### config.mk
export PLATFORM = sky130hd
export DESIGN_NAME = sample_serializer
export DESIGN_NICKNAME = d
export VERILOG_FILES = /design/src/rtl/sample_serializer.sv
export SDC_FILE = /design/constraint.sdc
export NUM_CORES = 1
export LEC_CHECK = 0
export CORE_ASPECT_RATIO = 0.9
export CORE_MARGIN = 2
export CORE_UTILIZATION = 52
export CTS_CLUSTER_DIAMETER = 100
export DETAILED_ROUTE_END_ITERATION = 8
export GPL_ROUTABILITY_DRIVEN = 0
export HOLD_SLACK_MARGIN = 0.05
export PLACE_DENSITY = 0.77
export SLEW_MARGIN = 5
export SYNTH_ARGS = -nofsm -noshare
export SYNTH_HDL_FRONTEND = slang
export SYNTH_SLANG_ARGS = --single-unit
### constraint.sdc
create_clock -name clk -period 2.4 [get_ports clk]
set_input_delay 0.24 -clock clk [delete_from_list [all_inputs] [get_ports clk]]
set_output_delay 0.24 -clock clk [all_outputs]
set_load 0.02 [all_outputs]
### src/rtl/sample_serializer.sv
// sample_serializer: paces a sample source with generate_next, captures the
// returned 16-bit sample and sends it MSB-first on a sclk/sdata/frame_sync link.
// If the source stays silent, the previous sample is sent again so the DAC
// stream keeps its cadence. Every serial output comes straight from a flop.
module sample_serializer #(
   parameter int unsigned SAMPLE_PERIOD = 256,
   parameter int unsigned BIT_DIV       = 4,
   parameter int unsigned TIMEOUT       = 8
) (
   input  logic        clk,
   input  logic        reset,
   input  logic        enable,
   output logic        generate_next,
   input  logic        sample_ready,
   input  logic [15:0] sample,
   output logic        sclk,
   output logic        sdata,
   output logic        frame_sync,
   output logic        timeout_err,
   output logic        overrun_err
);

   localparam int PER_W = (SAMPLE_PERIOD > 2) ? $clog2(SAMPLE_PERIOD) : 1;
   localparam int TO_W  = $clog2(TIMEOUT + 1);
   localparam int DIV_W = (BIT_DIV > 2) ? $clog2(BIT_DIV) : 1;

   localparam logic [PER_W-1:0] PER_LAST = PER_W'(SAMPLE_PERIOD - 1);
   localparam logic [TO_W-1:0]  TO_LIMIT = TO_W'(TIMEOUT);
   localparam logic [DIV_W-1:0] DIV_LAST = DIV_W'(BIT_DIV - 1);
   localparam logic [DIV_W-1:0] DIV_HALF = DIV_W'(BIT_DIV / 2);

   typedef enum logic [1:0] {
      ST_IDLE    = 2'd0,
      ST_REQUEST = 2'd1,
      ST_WAIT    = 2'd2,
      ST_SHIFT   = 2'd3
   } state_t;

   state_t            state_q, state_d;
   logic [PER_W-1:0]  per_q, per_d;
   logic [TO_W-1:0]   to_q, to_d;
   logic [TO_W-1:0]   to_inc;
   logic [DIV_W-1:0]  tmr_q, tmr_d;
   logic [3:0]        idx_q, idx_d;
   logic [15:0]       hold_q, hold_d;
   logic [15:0]       shift_q, shift_d;
   logic              terr_q, terr_d;
   logic              oerr_q, oerr_d;
   logic              gen_q, gen_d;
   logic              sclk_q, sclk_d;
   logic              sdata_q, sdata_d;
   logic              fs_q, fs_d;
   logic              tick;

   // Sample period timer: free-runs while enabled, held at zero otherwise.
   always_comb begin
      per_d = '0;
      tick  = 1'b0;
      if (enable) begin
         if (per_q == PER_LAST) begin
            per_d = '0;
            tick  = 1'b1;
         end else begin
            per_d = per_q + PER_W'(1);
            tick  = 1'b0;
         end
      end else begin
         per_d = '0;
         tick  = 1'b0;
      end
   end

   // Next-state logic for the request/wait/shift sequence and error flags.
   always_comb begin
      state_d = state_q;
      to_d    = to_q;
      tmr_d   = tmr_q;
      idx_d   = idx_q;
      hold_d  = hold_q;
      shift_d = shift_q;
      terr_d  = terr_q;
      oerr_d  = oerr_q;
      to_inc  = to_q + TO_W'(1);

      // A tick that finds the sequencer busy is lost; remember it.
      if (tick && (state_q != ST_IDLE)) begin
         oerr_d = 1'b1;
      end else begin
         oerr_d = oerr_q;
      end

      case (state_q)
         ST_IDLE: begin
            if (tick) begin
               state_d = ST_REQUEST;
            end else begin
               state_d = ST_IDLE;
            end
         end
         ST_REQUEST: begin
            state_d = ST_WAIT;
            to_d    = '0;
         end
         ST_WAIT: begin
            to_d = to_inc;
            if (sample_ready) begin
               hold_d  = sample;
               shift_d = sample;
               tmr_d   = '0;
               idx_d   = 4'd15;
               state_d = ST_SHIFT;
            end else if (to_inc == TO_LIMIT) begin
               // Source missed its slot: resend the last sample.
               terr_d  = 1'b1;
               shift_d = hold_q;
               tmr_d   = '0;
               idx_d   = 4'd15;
               state_d = ST_SHIFT;
            end else begin
               state_d = ST_WAIT;
            end
         end
         ST_SHIFT: begin
            if (tmr_q == DIV_LAST) begin
               tmr_d = '0;
               if (idx_q == 4'd0) begin
                  state_d = ST_IDLE;
               end else begin
                  idx_d = idx_q - 4'd1;
               end
            end else begin
               tmr_d = tmr_q + DIV_W'(1);
            end
         end
         default: begin
            state_d = ST_IDLE;
         end
      endcase
   end

   // Output flop inputs, decoded from the next state so outputs line up with it.
   always_comb begin
      gen_d   = (state_d == ST_REQUEST);
      sclk_d  = 1'b0;
      sdata_d = 1'b0;
      fs_d    = 1'b0;
      if (state_d == ST_SHIFT) begin
         sclk_d  = (tmr_d >= DIV_HALF);
         sdata_d = shift_d[idx_d];
         fs_d    = (idx_d == 4'd15);
      end else begin
         sclk_d  = 1'b0;
         sdata_d = 1'b0;
         fs_d    = 1'b0;
      end
   end

   // State, datapath and output registers with asynchronous reset.
   always_ff @(posedge clk or posedge reset) begin
      if (reset) begin
         state_q <= ST_IDLE;
         per_q   <= '0;
         to_q    <= '0;
         tmr_q   <= '0;
         idx_q   <= 4'd0;
         hold_q  <= 16'h0000;
         shift_q <= 16'h0000;
         terr_q  <= 1'b0;
         oerr_q  <= 1'b0;
         gen_q   <= 1'b0;
         sclk_q  <= 1'b0;
         sdata_q <= 1'b0;
         fs_q    <= 1'b0;
      end else begin
         state_q <= state_d;
         per_q   <= per_d;
         to_q    <= to_d;
         tmr_q   <= tmr_d;
         idx_q   <= idx_d;
         hold_q  <= hold_d;
         shift_q <= shift_d;
         terr_q  <= terr_d;
         oerr_q  <= oerr_d;
         gen_q   <= gen_d;
         sclk_q  <= sclk_d;
         sdata_q <= sdata_d;
         fs_q    <= fs_d;
      end
   end

   assign generate_next = gen_q;
   assign sclk          = sclk_q;
   assign sdata         = sdata_q;
   assign frame_sync    = fs_q;
   assign timeout_err   = terr_q;
   assign overrun_err   = oerr_q;

endmodule

==> run_results.csv, run 1 <==
group,metric,value,unit
critical_path,path_max_fanout,5,
logic_synthesis,synthArstFlopShare,1.000,
power_and_ir_drop,p_switching,1320,uW
sta,fin_crit_sh,1.009,
sta,period_needed,2.423,ns
final_layout,stdcell_area,3938,sq um
grt,grt_max_degree,38,
power_and_ir_drop,swShare,0.3440,
clock_network,worstSkewPairLatency,0.34,ns
clock_network,clockBufferDepth,2,
final_layout,mostFrequentLayoutCells,"dfrtp_1 (57), buf_4 (36), clkdlybuf4s50_1 (25), nand2_1 (20), inv_1 (19)",
detailed_routing,drc,0,
run_status,violations,"negative setup slack",
clock_network,cts.sinks,58,
final_layout,final_common_cell,"dfrtp_1",
sta,slew_viol_final,0,
clock_network,hold_buffers,0,
sta,worstMarginPinSlew,0.4862,ns
power_and_ir_drop,leakage,0.001736,uW
grt,grt_use_total,0.2226,
power_and_ir_drop,power_density,974.3,nW/um^2
critical_path,critPathKind,"reg -> reg",
final_layout,num-nets-final,376,
critical_path,cp-start-kind,"flop",
final_layout,drive_gt1_frac,0.2946,
sta,rsz0062_at_grt,"true",
power_and_ir_drop,pwr-share-comb,0.373,
logic_synthesis,ys.warnings.count,0,
die,die_area,6414,sq um
grt,antenna_found_initial,0,
die,core_area,5628,sq um
placement,post_dp_cell_area,3546,sq um
logic_synthesis,ys_ff_latch,58,
detailed_routing,via_count,2410,
clock_network,cts_buffers,9,
detailed_routing,first_pass_iters,5,
grt,grt_pass1_wl,11.35,mm
die,fp.dieW,84.20,microns
grt,overflow,0,
sta,fmax,412.8,MHz
run,maxCapViolations,0,
logic_synthesis,synth_flop_cell,"dfrtp_1",
clock_network,cts.clk_slew.worst_paths,0.07,ns
die,die_h,76.18,microns
detailed_routing,wl_per_cell,16.28,microns
power_and_ir_drop,intPower,2517,uW
power_and_ir_drop,ir_drop,0.7045,mV
final_layout,fill_cells,409,
power_and_ir_drop,clkPwrFrac,0.236,
detailed_routing,ant_nets,0,
power_and_ir_drop,seqPwrFrac,0.391,
clock_network,h-tree-depth,3,
placement,portBuffers,25,
clock_network,root_buffer,"clkbuf_8",
worst_hold_path,hp-class,"in -> async",
critical_path,end_kind,"flop",
sta,fin_ws,-0.02269,ns
die,start_util,0.5349,
logic_synthesis,synth_cells,283,
detailed_routing,viasPerCell,5.697,
clock_network,tritoncts,"built",
logic_synthesis,synth_area_per_cell,10.64,sq um
critical_path,cp.required,2.62,ns
critical_path,crit_arrival,2.64,ns
final_layout,syn2layout_area_growth,30.80,%
logic_synthesis,ys_types,60,
logic_synthesis,syn_nets,311,
sta,setup_viol,1,
logic_synthesis,synth_edf_count,0,
die,rows,26,
grt,grt_pass1_vias,2471,
sta,fin_skew,0.007511,ns
detailed_routing,wirelength,6.885,mm
sta,maxSlewHeadroom,0.6754,
final_layout,antenna_cells,0,
sta,finalHoldViolCount,0,
logic_synthesis,ys_seq_area_frac,0.4821,
placement,post-dp-hpwl,4.604,mm
run_status,status,"finished, violations left",
power_and_ir_drop,fin_total_pwr,3836,uW
logic_synthesis,syn_area,3010,sq um
critical_path,reg2reg_depth,9,
detailed_routing,first_iter_violations,214,
die,io_pins,26,
## power groups by stage
stage | clock [uW] | sequential [uW] | combinational [uW]
2_1_floorplan | 0 | 1480 | 895
3_3_place_gp | 0 | 1490 | 1250
3_5_place_dp | 0 | 1500 | 1290
4_1_cts | 924 | 1490 | 1330
5_1_grt | 980 | 1540 | 1560
6_report | 907 | 1500 | 1430
## cell type report
cell class                 count  area [sq um]  area share
sequential                    58          1453      0.3689
timing repair buffer          66         594.3      0.1509
tap                           70         87.58     0.02224
clock inverter                 6         66.31     0.01684
clock buffer                  10         137.6     0.03495
inverter                      20         75.07     0.01907
multi-input combinational    193          1524      0.3870
## timing repair
item	in CTS	in global routing
pin swaps	5	7
buffers inserted	1	5
resized for setup	9	21
endpoints found under the setup margin	1	1
## sequential cells by signal, summed over array words and instances, names as in the netlist
register and flops:
state_q 2, overrun_err 1, to_q 4, frame_sync 1, sclk 1, per_q 8
shift_q 16, timeout_err 1, tmr_q 2, generate_next 1, hold_q 16, sdata 1
idx_q 4
## per-layer routing
layer,vias to the layer above,global-route usage,part of all wire
li1,1152,-,-
met1,1189,0.2885,0.45
met2,59,0.3460,0.49
met3,10,0.06067,0.044
met4,0,0.1081,0.015
met5,-,0,0
## kinds of logic (layout without fill, tap and decap cells)
group           count (synthesis)  count (layout)  share of synthesized area
compound gates                 75              75                     0.1908
xor+xnor                        6               6                    0.01746
fa+ha+maj                       8               8                    0.03325
buf+inv                        32             102                    0.06359
flops                          58              58                     0.4821
mux                            16              16                    0.06068
simple gates                   88              88                     0.1521
## path summary, 6_finish.rpt
kind / start / endpoint / slack [ns]
worst max-delay path: to_q[0] / sdata / -0.02
worst min-delay path: reset / per_q[2] / 0.24
worst max register to register: to_q[0] / sdata / -0.02
worst min register to register: timeout_err / timeout_err / 0.47
max in group asynchronous: reset / hold_q[10] / 1.60
min in group clk: timeout_err / timeout_err / 0.47
## synthesized netlist by cell type, types with 3 or more instances
| master | instances | area share |
|---|---|---|
| nand2_1 | 21 | 0.026 |
| xor2_1 | 3 | 0.0087 |
| o21ai_0 | 10 | 0.017 |
| a22oi_1 | 3 | 0.0075 |
| clkbuf_1 | 4 | 0.0050 |
| inv_1 | 20 | 0.025 |
| a2111oi_0 | 4 | 0.012 |
| buf_6 | 4 | 0.015 |
| xnor2_1 | 3 | 0.0087 |
| a2bb2oi_1 | 5 | 0.015 |
| mux2_2 | 14 | 0.052 |
| nor3_1 | 4 | 0.0067 |
| nand3_1 | 14 | 0.023 |
| ha_1 | 8 | 0.033 |
| a221oi_1 | 3 | 0.0087 |
| nand2b_1 | 14 | 0.029 |
| a21oi_1 | 10 | 0.017 |
| nor2_1 | 16 | 0.020 |
| dfrtp_1 | 58 | 0.48 |
| o31ai_1 | 14 | 0.035 |
## critical path: stages, from the launching register on
cell and delay, ns:
dfrtp_2 0.45, ha_4 0.18, mux2_4 0.31, a211o_4 0.38, nand2_4 0.10, nand2_1 0.08, buf_4 0.16, a2111oi_4 0.34
nor3_2 0.08, a41o_1 0.22
## stage by stage
step                      cells  setup WS (ns)  hold slack (ns)  setup TNS, ns    util
after floorplan             283       -0.03129           0.3686       -0.03129       -
after global placement      401       -0.06928           0.4480       -0.06928  0.6301
after detailed placement    401       -0.08113           0.4504       -0.08113  0.6301
after CTS                   418      -0.006123           0.2469      -0.006123  0.6747
after global routing        423        -0.1017           0.2853        -0.1017  0.6996
final                       423       -0.02269           0.2374       -0.02269  0.6996
Note: power is estimated with default switching activity, not from simulation.
==> inputs of run 2 (changes only) <==
--- a/config.mk
+++ b/config.mk
@@ -7,12 +7,13 @@
 export LEC_CHECK = 0
 export CORE_ASPECT_RATIO = 0.9
 export CORE_MARGIN = 2
-export CORE_UTILIZATION = 52
+export CORE_UTILIZATION = 60
 export CTS_CLUSTER_DIAMETER = 100
 export DETAILED_ROUTE_END_ITERATION = 8
 export GPL_ROUTABILITY_DRIVEN = 0
 export HOLD_SLACK_MARGIN = 0.05
-export PLACE_DENSITY = 0.77
+export PLACE_DENSITY = 0.83
+export REMOVE_ABC_BUFFERS = 1
 export SLEW_MARGIN = 5
 export SYNTH_ARGS = -nofsm -noshare
 export SYNTH_HDL_FRONTEND = slang
==> constraint.sdc (replaced) <==
create_clock -name clk -period 3.15 [get_ports clk]
set_input_delay 0.315 -clock clk [delete_from_list [all_inputs] [get_ports clk]]
set_output_delay 0.315 -clock clk [all_outputs]
set_load 0.02 [all_outputs]
==> run_results.csv, run 2 (synthesized netlist as in run 1, its figures left out) <==
group,metric,value,unit
run_status,status,"completed",
final_layout,num-nets-final,342,
clock_network,worstSkewPairLatency,0.34,ns
power_and_ir_drop,clkPwrFrac,0.251,
detailed_routing,wl_per_cell,16.55,microns
sta,maxSlewHeadroom,0.5735,
die,die_h,71.20,microns
detailed_routing,first_iter_violations,129,
die,io_pins,26,
worst_hold_path,hp-class,"in -> async",
detailed_routing,via_count,2270,
power_and_ir_drop,ir_drop,0.4127,mV
power_and_ir_drop,pwr-share-comb,0.324,
power_and_ir_drop,swShare,0.3333,
power_and_ir_drop,intPower,1786,uW
final_layout,drive_gt1_frac,0.1505,
detailed_routing,drc,0,
power_and_ir_drop,fin_total_pwr,2679,uW
die,rows,24,
placement,place_inst,368,
grt,grt_use_total,0.2556,
final_layout,syn2layout_area_growth,15.59,%
grt,grt_max_degree,36,
sta,holdWs,0.3891,ns
detailed_routing,maxUsedRoutingLayer,"met4",
detailed_routing,wl_met3,335,microns
critical_path,critPathKind,"reg -> reg",
die,start_util,0.6227,
sta,finalHoldViolCount,0,
grt,grt_pass1_vias,2283,
placement,post_dp_cell_area,3278,sq um
power_and_ir_drop,seqPwrFrac,0.425,
clock_network,h-tree-depth,3,
sta,fmax,351.2,MHz
clock_network,tritoncts,"built",
sta,setup_tns,0,ns
detailed_routing,wirelength,6.355,mm
sta,setup_viol,0,
clock_network,root_buffer,"clkbuf_8",
sta,period_needed,2.848,ns
power_and_ir_drop,power_density,770.0,nW/um^2
clock_network,post_cts_buffers,0,
critical_path,crit_arrival,3.08,ns
clock_network,hold_buffers,0,
clock_network,cts-resized-gates,0,
critical_path,r2r_start,"idx_q[0]",
clock_network,cts_buffers,9,
die,core_area,4835,sq um
final_layout,mostFrequentLayoutCells,"dfrtp_1 (58), clkdlybuf4s50_1 (25), nand2_1 (21), inv_1 (19), nor2_1 (16)",
placement,portBuffers,25,
detailed_routing,first_pass_iters,5,
sta,fin_crit_sh,0.9040,
grt,overflow,0,
power_and_ir_drop,leakage,0.001533,uW
final_layout,antenna_cells,0,
sta,rsz0062_at_grt,"false",
final_layout,fill_cells,360,
sta,fin_skew,0.004461,ns
die,fp.dieW,78.67,microns
critical_path,crit_start,"idx_q[0]",
sta,worstMarginPinSlew,0.6236,ns
detailed_routing,ant_nets,0,
clock_network,clockBufferDepth,2,
sta,slew_viol_final,0,
detailed_routing,dr_wl_met2,3.262,mm
final_layout,fin_cells,384,
critical_path,cp-start-kind,"flop",
final_layout,final_common_cell,"dfrtp_1",
clock_network,cts.sinks,58,
final_layout,top_regs,"hold_q (16), shift_q (16), per_q (8)",
critical_path,cp.required,3.38,ns
detailed_routing,m1WireLength,2.676,mm
detailed_routing,viasPerCell,5.911,
grt,antenna_found_initial,0,
grt,grt_pass1_wl,10.74,mm
clock_network,cts.clk_slew.worst_paths,0.06,ns
critical_path,path_max_fanout,6,
final_layout,stdcell_area,3480,sq um
run,maxCapViolations,0,
power_and_ir_drop,p_switching,893.0,uW
die,die_area,5601,sq um
placement,post-dp-hpwl,4.350,mm
critical_path,end_kind,"flop",
[run 2: layer usage]
metal / vias to the layer above / global-route usage
met4: 0 / 0.1014
met5: - / 0
met1: 1103 / 0.3096
li1: 1089 / -
met3: 8 / 0.09949
met2: 70 / 0.4131
[run 2: final timing paths]
path / to / slack (ns) / cells past startpoint
min in group clk: timeout_err / 0.46 / 1
max reg2reg: sdata / 0.30 / 10
max: sdata / 0.30 / 10
min: per_q[3] / 0.39 / 2
min reg2reg: timeout_err / 0.46 / 1
max in group asynchronous: hold_q[11] / 2.10 / 3
[run 2: area by class of cell]
type | count | area (sq um) | share of cell area
flip-flops and latches | 58 | 1451 | 0.4171
repair buffers | 32 | 302.8 | 0.08702
inverters | 20 | 75.07 | 0.02157
clock inverters | 1 | 5.005 | 0.001438
multi-input cells | 193 | 1368 | 0.3930
clock buffers | 15 | 196.4 | 0.05645
well taps | 65 | 81.33 | 0.02337
[run 2: critical path: stages (launching register included)]
cell and delay (ns):
dfrtp_1 0.42, inv_1 0.08, ha_1 0.23, nor3b_1 0.18, or3_4 0.40, a21o_1 0.26
a21oi_1 0.30, a221oi_1 0.10, a2111oi_0 0.46, nor3_1 0.10, a41o_1 0.21
[run 2: power groups by stage]
stage	logic (uW)	registers (uW)	clock network (uW)
6_report	867	1140	674
3_3_place_gp	812	1130	0
3_5_place_dp	854	1150	0
2_1_floorplan	608	1130	0
4_1_cts	866	1140	689
5_1_grt	951	1170	722
[run 2: per-stage QoR]
stage	worst slack, ns	utilization
floorplan	0.4469	-
global placement	0.5567	0.6781
detailed placement	0.4036	0.6781
CTS	0.3825	0.7197
global route	0.1439	0.7197
finish	0.3023	0.7197
